--- src/rtl/serial_adder_pkg.sv ---
// ============================================================================
// Module   : serial_adder_pkg
// Purpose  : Shared types and constants for the bit-serial adder controller.
//            Holds the controller state encoding and the default operand width.
// Revision : 1.0 - initial release
// ============================================================================
`default_nettype none

package serial_adder_pkg;

  // Controller states
  typedef enum logic [1:0] {
    SA_IDLE = 2'd0,
    SA_RUN  = 2'd1,
    SA_DONE = 2'd2
  } sa_state_t;

  // Default operand and sum width in bits
  localparam int SA_DEFAULT_WIDTH = 8;

endpackage : serial_adder_pkg

`default_nettype wire

--- src/rtl/serial_adder_ctrl_full_adder.sv ---
// ============================================================================
// Module   : full_adder
// Purpose  : 1-bit full adder cell, the only arithmetic element of the
//            bit-serial adder datapath.
// Ports    : a, b    - addend bits
//            cin     - carry in
//            s       - sum bit
//            cout    - carry out
// Revision : 1.0 - initial release
// ============================================================================
`default_nettype none

module full_adder (
  input  logic a,
  input  logic b,
  input  logic cin,
  output logic s,
  output logic cout
);

  assign s    = a ^ b ^ cin;
  assign cout = (a & b) | (a & cin) | (b & cin);

endmodule : full_adder

`default_nettype wire

--- src/rtl/serial_adder_ctrl.sv ---
// ============================================================================
// Module   : serial_adder_ctrl
// Purpose  : Bit-serial adder controller. Adds two WIDTH-bit operands over
//            WIDTH clock cycles by time-sharing a single full_adder cell,
//            LSB first, keeping the carry in a register between cycles.
//            A one-cycle done pulse marks a final result.
// Ports    : clk   - rising-edge clock
//            rst   - synchronous active-high reset
//            start - request pulse, only honoured in IDLE
//            a, b  - WIDTH-bit operands, captured on accept
//            cin   - carry in, captured on accept
//            busy  - high while the addition is running
//            done  - one-cycle completion pulse
//            sum   - WIDTH-bit result register
//            cout  - final carry out
//            ovf   - signed overflow (only with SERIAL_ADDER_OVF_EN)
// Config   : `define SERIAL_ADDER_OVF_EN to add the signed overflow output.
// Revision : 1.0 - initial release
// ============================================================================
`default_nettype none

module serial_adder_ctrl
  import serial_adder_pkg::*;
#(
  parameter int WIDTH = SA_DEFAULT_WIDTH
) (
  input  logic             clk,
  input  logic             rst,
  input  logic             start,
  input  logic [WIDTH-1:0] a,
  input  logic [WIDTH-1:0] b,
  input  logic             cin,
  output logic             busy,
  output logic             done,
  output logic [WIDTH-1:0] sum,
  output logic             cout
`ifdef SERIAL_ADDER_OVF_EN
  ,
  output logic             ovf
`endif
);

  // Counter needs at least one bit even when WIDTH is 1
  localparam int              CNT_W    = (WIDTH > 1) ? $clog2(WIDTH) : 1;
  localparam logic [CNT_W-1:0] CNT_LAST = CNT_W'(WIDTH - 1);

  sa_state_t        state;
  logic [WIDTH-1:0] sa;
  logic [WIDTH-1:0] sb;
  logic             carry;
  logic [CNT_W-1:0] cnt;

  logic             fa_s;
  logic             fa_cout;
  logic [WIDTH-1:0] sum_next;

  full_adder u_full_adder (
    .a    (sa[0]),
    .b    (sb[0]),
    .cin  (carry),
    .s    (fa_s),
    .cout (fa_cout)
  );

  // New sum bit enters at the MSB; after WIDTH shifts bit i lands at i.
  // Written as shift/or so it stays legal for WIDTH == 1.
  assign sum_next = (sum >> 1) | (WIDTH'(fa_s) << (WIDTH - 1));

  assign cout = carry;

  always_ff @(posedge clk) begin
    if (rst) begin
      state <= SA_IDLE;
      busy  <= 1'b0;
      done  <= 1'b0;
      sum   <= '0;
      sa    <= '0;
      sb    <= '0;
      carry <= 1'b0;
      cnt   <= '0;
`ifdef SERIAL_ADDER_OVF_EN
      ovf   <= 1'b0;
`endif
    end else begin
      case (state)
        SA_IDLE: begin
          done <= 1'b0;
          if (start) begin
            sa    <= a;
            sb    <= b;
            carry <= cin;
            cnt   <= '0;
            sum   <= '0;
            busy  <= 1'b1;
            state <= SA_RUN;
`ifdef SERIAL_ADDER_OVF_EN
            ovf   <= 1'b0;
`endif
          end
        end

        SA_RUN: begin
          sum   <= sum_next;
          carry <= fa_cout;
          sa    <= sa >> 1;
          sb    <= sb >> 1;
          if (cnt == CNT_LAST) begin
            busy  <= 1'b0;
            done  <= 1'b1;
            state <= SA_DONE;
`ifdef SERIAL_ADDER_OVF_EN
            // Carry into the MSB is the register; carry out is the cell output
            ovf   <= carry ^ fa_cout;
`endif
          end else begin
            cnt <= cnt + CNT_W'(1);
          end
        end

        SA_DONE: begin
          done  <= 1'b0;
          state <= SA_IDLE;
        end

        default: begin
          busy  <= 1'b0;
          done  <= 1'b0;
          state <= SA_IDLE;
        end
      endcase
    end
  end

endmodule : serial_adder_ctrl

`default_nettype wire

--- config.mk ---
export PLATFORM = sky130hd
export DESIGN_NAME = serial_adder_ctrl
export DESIGN_NICKNAME = d
export VERILOG_FILES = /design/src/rtl/serial_adder_pkg.sv /design/src/rtl/serial_adder_ctrl_full_adder.sv /design/src/rtl/serial_adder_ctrl.sv
export SDC_FILE = /design/constraint.sdc
export NUM_CORES = 1
export LEC_CHECK = 0
export ABC_AREA = 1
export CAP_MARGIN = 5
export CELL_PAD_IN_SITES_DETAIL_PLACEMENT = 0
export CELL_PAD_IN_SITES_GLOBAL_PLACEMENT = 1
export CORE_UTILIZATION = 38
export DETAILED_ROUTE_END_ITERATION = 8
export PLACE_DENSITY_LB_ADDON = 0.1
export REMOVE_ABC_BUFFERS = 1
export SYNTH_ARGS = -nofsm -noshare
export SYNTH_HDL_FRONTEND = slang
export SYNTH_SLANG_ARGS = --single-unit
--- constraint.sdc ---
create_clock -name clk -period 3.4 [get_ports clk]
set_input_delay 0.68 -clock clk [delete_from_list [all_inputs] [get_ports clk]]
set_output_delay 0.68 -clock clk [all_outputs]
set_load 0.005 [all_outputs]
==> impl_metrics.env <==
export IMPL_arrival_ns=2.07
export IMPL_crit_path_start_kind="primary input"
export IMPL_globalRouteOverflowTotal=0
export IMPL_synth_flop_cell="dfxtp_1"
export IMPL_drtIter0Drc=70
export IMPL_min_to="sum[0]"
export IMPL_required_ns=3.62
export IMPL_hpwl_mm=2.14
export IMPL_worstSetupEndpointType="register"
export IMPL_syn_inst=204
export IMPL_hold_violations=0
export IMPL_first_pass_iters=4
export IMPL_final_antenna_net_count=0
export IMPL_critical_path_max_stage_delay_ns=0.42
export IMPL_num_io_pins=31
export IMPL_grt_start_max_net_pins=26
export IMPL_drc_errors=0
export IMPL_crit_type="in2reg"
export IMPL_finalSetupViolCount=0
export IMPL_p_total_mw=0.887
export IMPL_grt_first_pass_wirelength_mm=5.49
export IMPL_htree_levels=2
export IMPL_syn_area_sq_mm=0.00144
export IMPL_cts_root_buf="clkbuf_8"
export IMPL_fill_cells=373
export IMPL_hold_start="sum[0]"
export IMPL_yosys_area_top_type="dfxtp_1"
export IMPL_skew_ns=0.00397
export IMPL_wl_per_cell_um=11.3
export IMPL_tightest_slew_ns=0.482
export IMPL_slew_violations=0
export IMPL_grt_pass1_vias=1255
export IMPL_fin_crit_ns=1.86
export IMPL_viasPerCell=4.81
export IMPL_clkTransAtPathRegs_ns=0.07
export IMPL_r2r_start="state[1]"
export IMPL_synth_edf_count=0
export IMPL_antenna_found_initial=0
export IMPL_fmax_mhz=538
export IMPL_grt_use_total_pct=17.5
export IMPL_antenna_cells=0
export IMPL_vias=1347
export IMPL_ys_seq_elements=32
export IMPL_outcome="finished, final reports clean"
export IMPL_cts_repair_resized=0
export IMPL_ff2ff_path_depth=6
export IMPL_critPathMaxFanout=12
export IMPL_holdCritPathClass="reg2reg"
export IMPL_reg2reg_slack_ns=1.88
export IMPL_crit_top_cell="nand2_1"
export IMPL_yosysWarningCount=0
export IMPL_core_sq_mm=0.00366
export IMPL_clockBufferDepth=2
export IMPL_start_util_pct=39.3
export IMPL_totalWireLength_mm=3.15
export IMPL_seq_area_frac_synth_pct=44.5
export IMPL_hold_path_cell_count=2
export IMPL_cts_tree="done"
export IMPL_power_density_mw_per_mm2=481
export IMPL_clock_latency_ns=0.28
export IMPL_maxCapViolations=0
export IMPL_clock_sinks=32
export IMPL_synth_top_cell_area_share_pct=44.5
export IMPL_die_x_um=63.6
export IMPL_path_cells="clkdlybuf4s50_1, nand2_1, nand2_1, inv_1, nand2_1, a21oi_1"
export IMPL_post_route_period_util_pct=54.6
export IMPL_setup_tns_ns=0
export IMPL_synth_common_cells="nand2_1, dfxtp_1, nand3_1"
export IMPL_drive_above_1_share_pct=5.60
export IMPL_dieArea_sq_mm=0.00404
export IMPL_reg2reg_to="sum[0]"
export IMPL_io_buffer_count=30
export IMPL_regArea_sq_um=641
export IMPL_synth_avg_cell_area_sq_um=7.06
export IMPL_ys_top_cells_by_area="dfxtp_1, nand2_1, nand3_1"
export IMPL_cp_slowest_cell="clkdlybuf4s50_1"
export IMPL_final_cells=280
export IMPL_nNetsFinal=254
export IMPL_power_leakage_nw=0.776
export IMPL_grt_setup_unrepaired="no"
export IMPL_areaGrowthSynthToFinish_pct=28.1
export IMPL_synthDistinctLibCells=19
export IMPL_cts_made_buffers=5
export IMPL_placed_cell_area_sq_mm=0.00174
export IMPL_slew_limit_headroom_pct=67.8
export IMPL_die_h_um=63.6
export IMPL_synth_most_common_cell="nand2_1"
export IMPL_rows=22
export IMPL_async_flop_share_pct=0
export IMPL_dp_cells=272
export IMPL_routabilityCongestion=0.787
export IMPL_vdd_drop_max_mv=0.288
export IMPL_multi_input_area_sq_um=627
export IMPL_cts_hold_buf=0
export IMPL_post_cts_setup_buffers=0
export IMPL_final_area_sq_mm=0.00184
==> where the power goes <==
group / switching [mW] / internal [mW] / total, mW
combinational: 0.0661 / 0.0574 / 0.123
clock: 0.135 / 0.217 / 0.353
sequential: 0.0136 / 0.398 / 0.411
==> critical path: cells and delay by family <==
kind / cells / cell delay, ns
simple gates: 3 / 0.52
buf+inv: 2 / 0.75
compound gates: 1 / 0.13
==> state kept, by name (all words and copies together), names as in the netlist <==
name and flops:
sa 8, sb 8, sum 8, cnt 3, state 2, busy 1, cout 1, done 1
==> metal layers <==
metal  GRT usage, %  vias up  part of all wire (%)
li1               -      701                     -
met1           20.6      611                    47
met2           29.7       33                    47
met3           5.43        2                   5.0
met4           5.97        0                  0.86
met5              0        -                     0
==> kinds of logic (layout without fill, tap and decap cells) <==
group                    Yosys count  count (layout)  synth area share, %
AND/OR/NAND/NOR                  103             103                 29.7
flip-flops                        32              32                 44.5
AO/OA/AOI/OAI                     30              30                 10.7
buffers and inverters             36              64                 12.0
adder cells (fa/ha/maj)            3               3                 3.13
==> how the worst max path moves through the flow <==
| stage | from | endpoint | slack, ns | depth (start not counted) |
|---|---|---|---|---|
| global route | start | sum[0] | 1.41 | 6 |
| global placement | start | sum[0] | 1.28 | 6 |
| finish | start | sum[0] | 1.54 | 6 |
| floorplan | state[0] | sum[1] | 1.43 | 5 |
| detailed placement | start | sum[0] | 1.24 | 6 |
| CTS | start | sum[0] | 1.53 | 6 |
==> per-stage QoR <==
| step | hold WS, ns | util, % | setup WS (ns) |
|---|---|---|---|
| 6_report | 0.468 | 50.4 | 1.54 |
| 5_1_grt | 0.497 | 50.4 | 1.41 |
| 4_1_cts | 0.471 | 50.4 | 1.53 |
| 3_5_place_dp | 0.461 | 47.4 | 1.24 |
| 3_3_place_gp | 0.449 | 47.4 | 1.28 |
| 2_1_floorplan | 0.451 | - | 1.43 |
==> area by class of cell <==
type | count | area share (%)
clock inverter | 2 | 1.90
tap | 48 | 3.26
inverter | 23 | 4.68
sequential | 32 | 34.7
multi-input combinational | 136 | 34.0
clock buffer | 6 | 3.93
timing repair buffer | 33 | 17.5
==> cells in the final DEF (no fill, tap or decap) <==
| cell | count |
|---|---|
| bufinv_16 | 1 |
| clkbuf_8 | 5 |
| o21ai_1 | 1 |
| inv_1 | 21 |
| o22ai_1 | 3 |
| clkinv_2 | 1 |
| ha_1 | 2 |
| dfxtp_1 | 32 |
| a21oi_1 | 14 |
| buf_4 | 3 |
| nand2_1 | 45 |
| inv_2 | 2 |
| nand3_1 | 30 |
| clkbuf_1 | 1 |
| clkdlybuf4s50_1 | 30 |
| o21ai_0 | 12 |
| nor2_2 | 1 |
| fa_1 | 1 |
| nor2_1 | 26 |
| nor3_1 | 1 |
No activity file was read; power rests on OpenSTA's default activity.
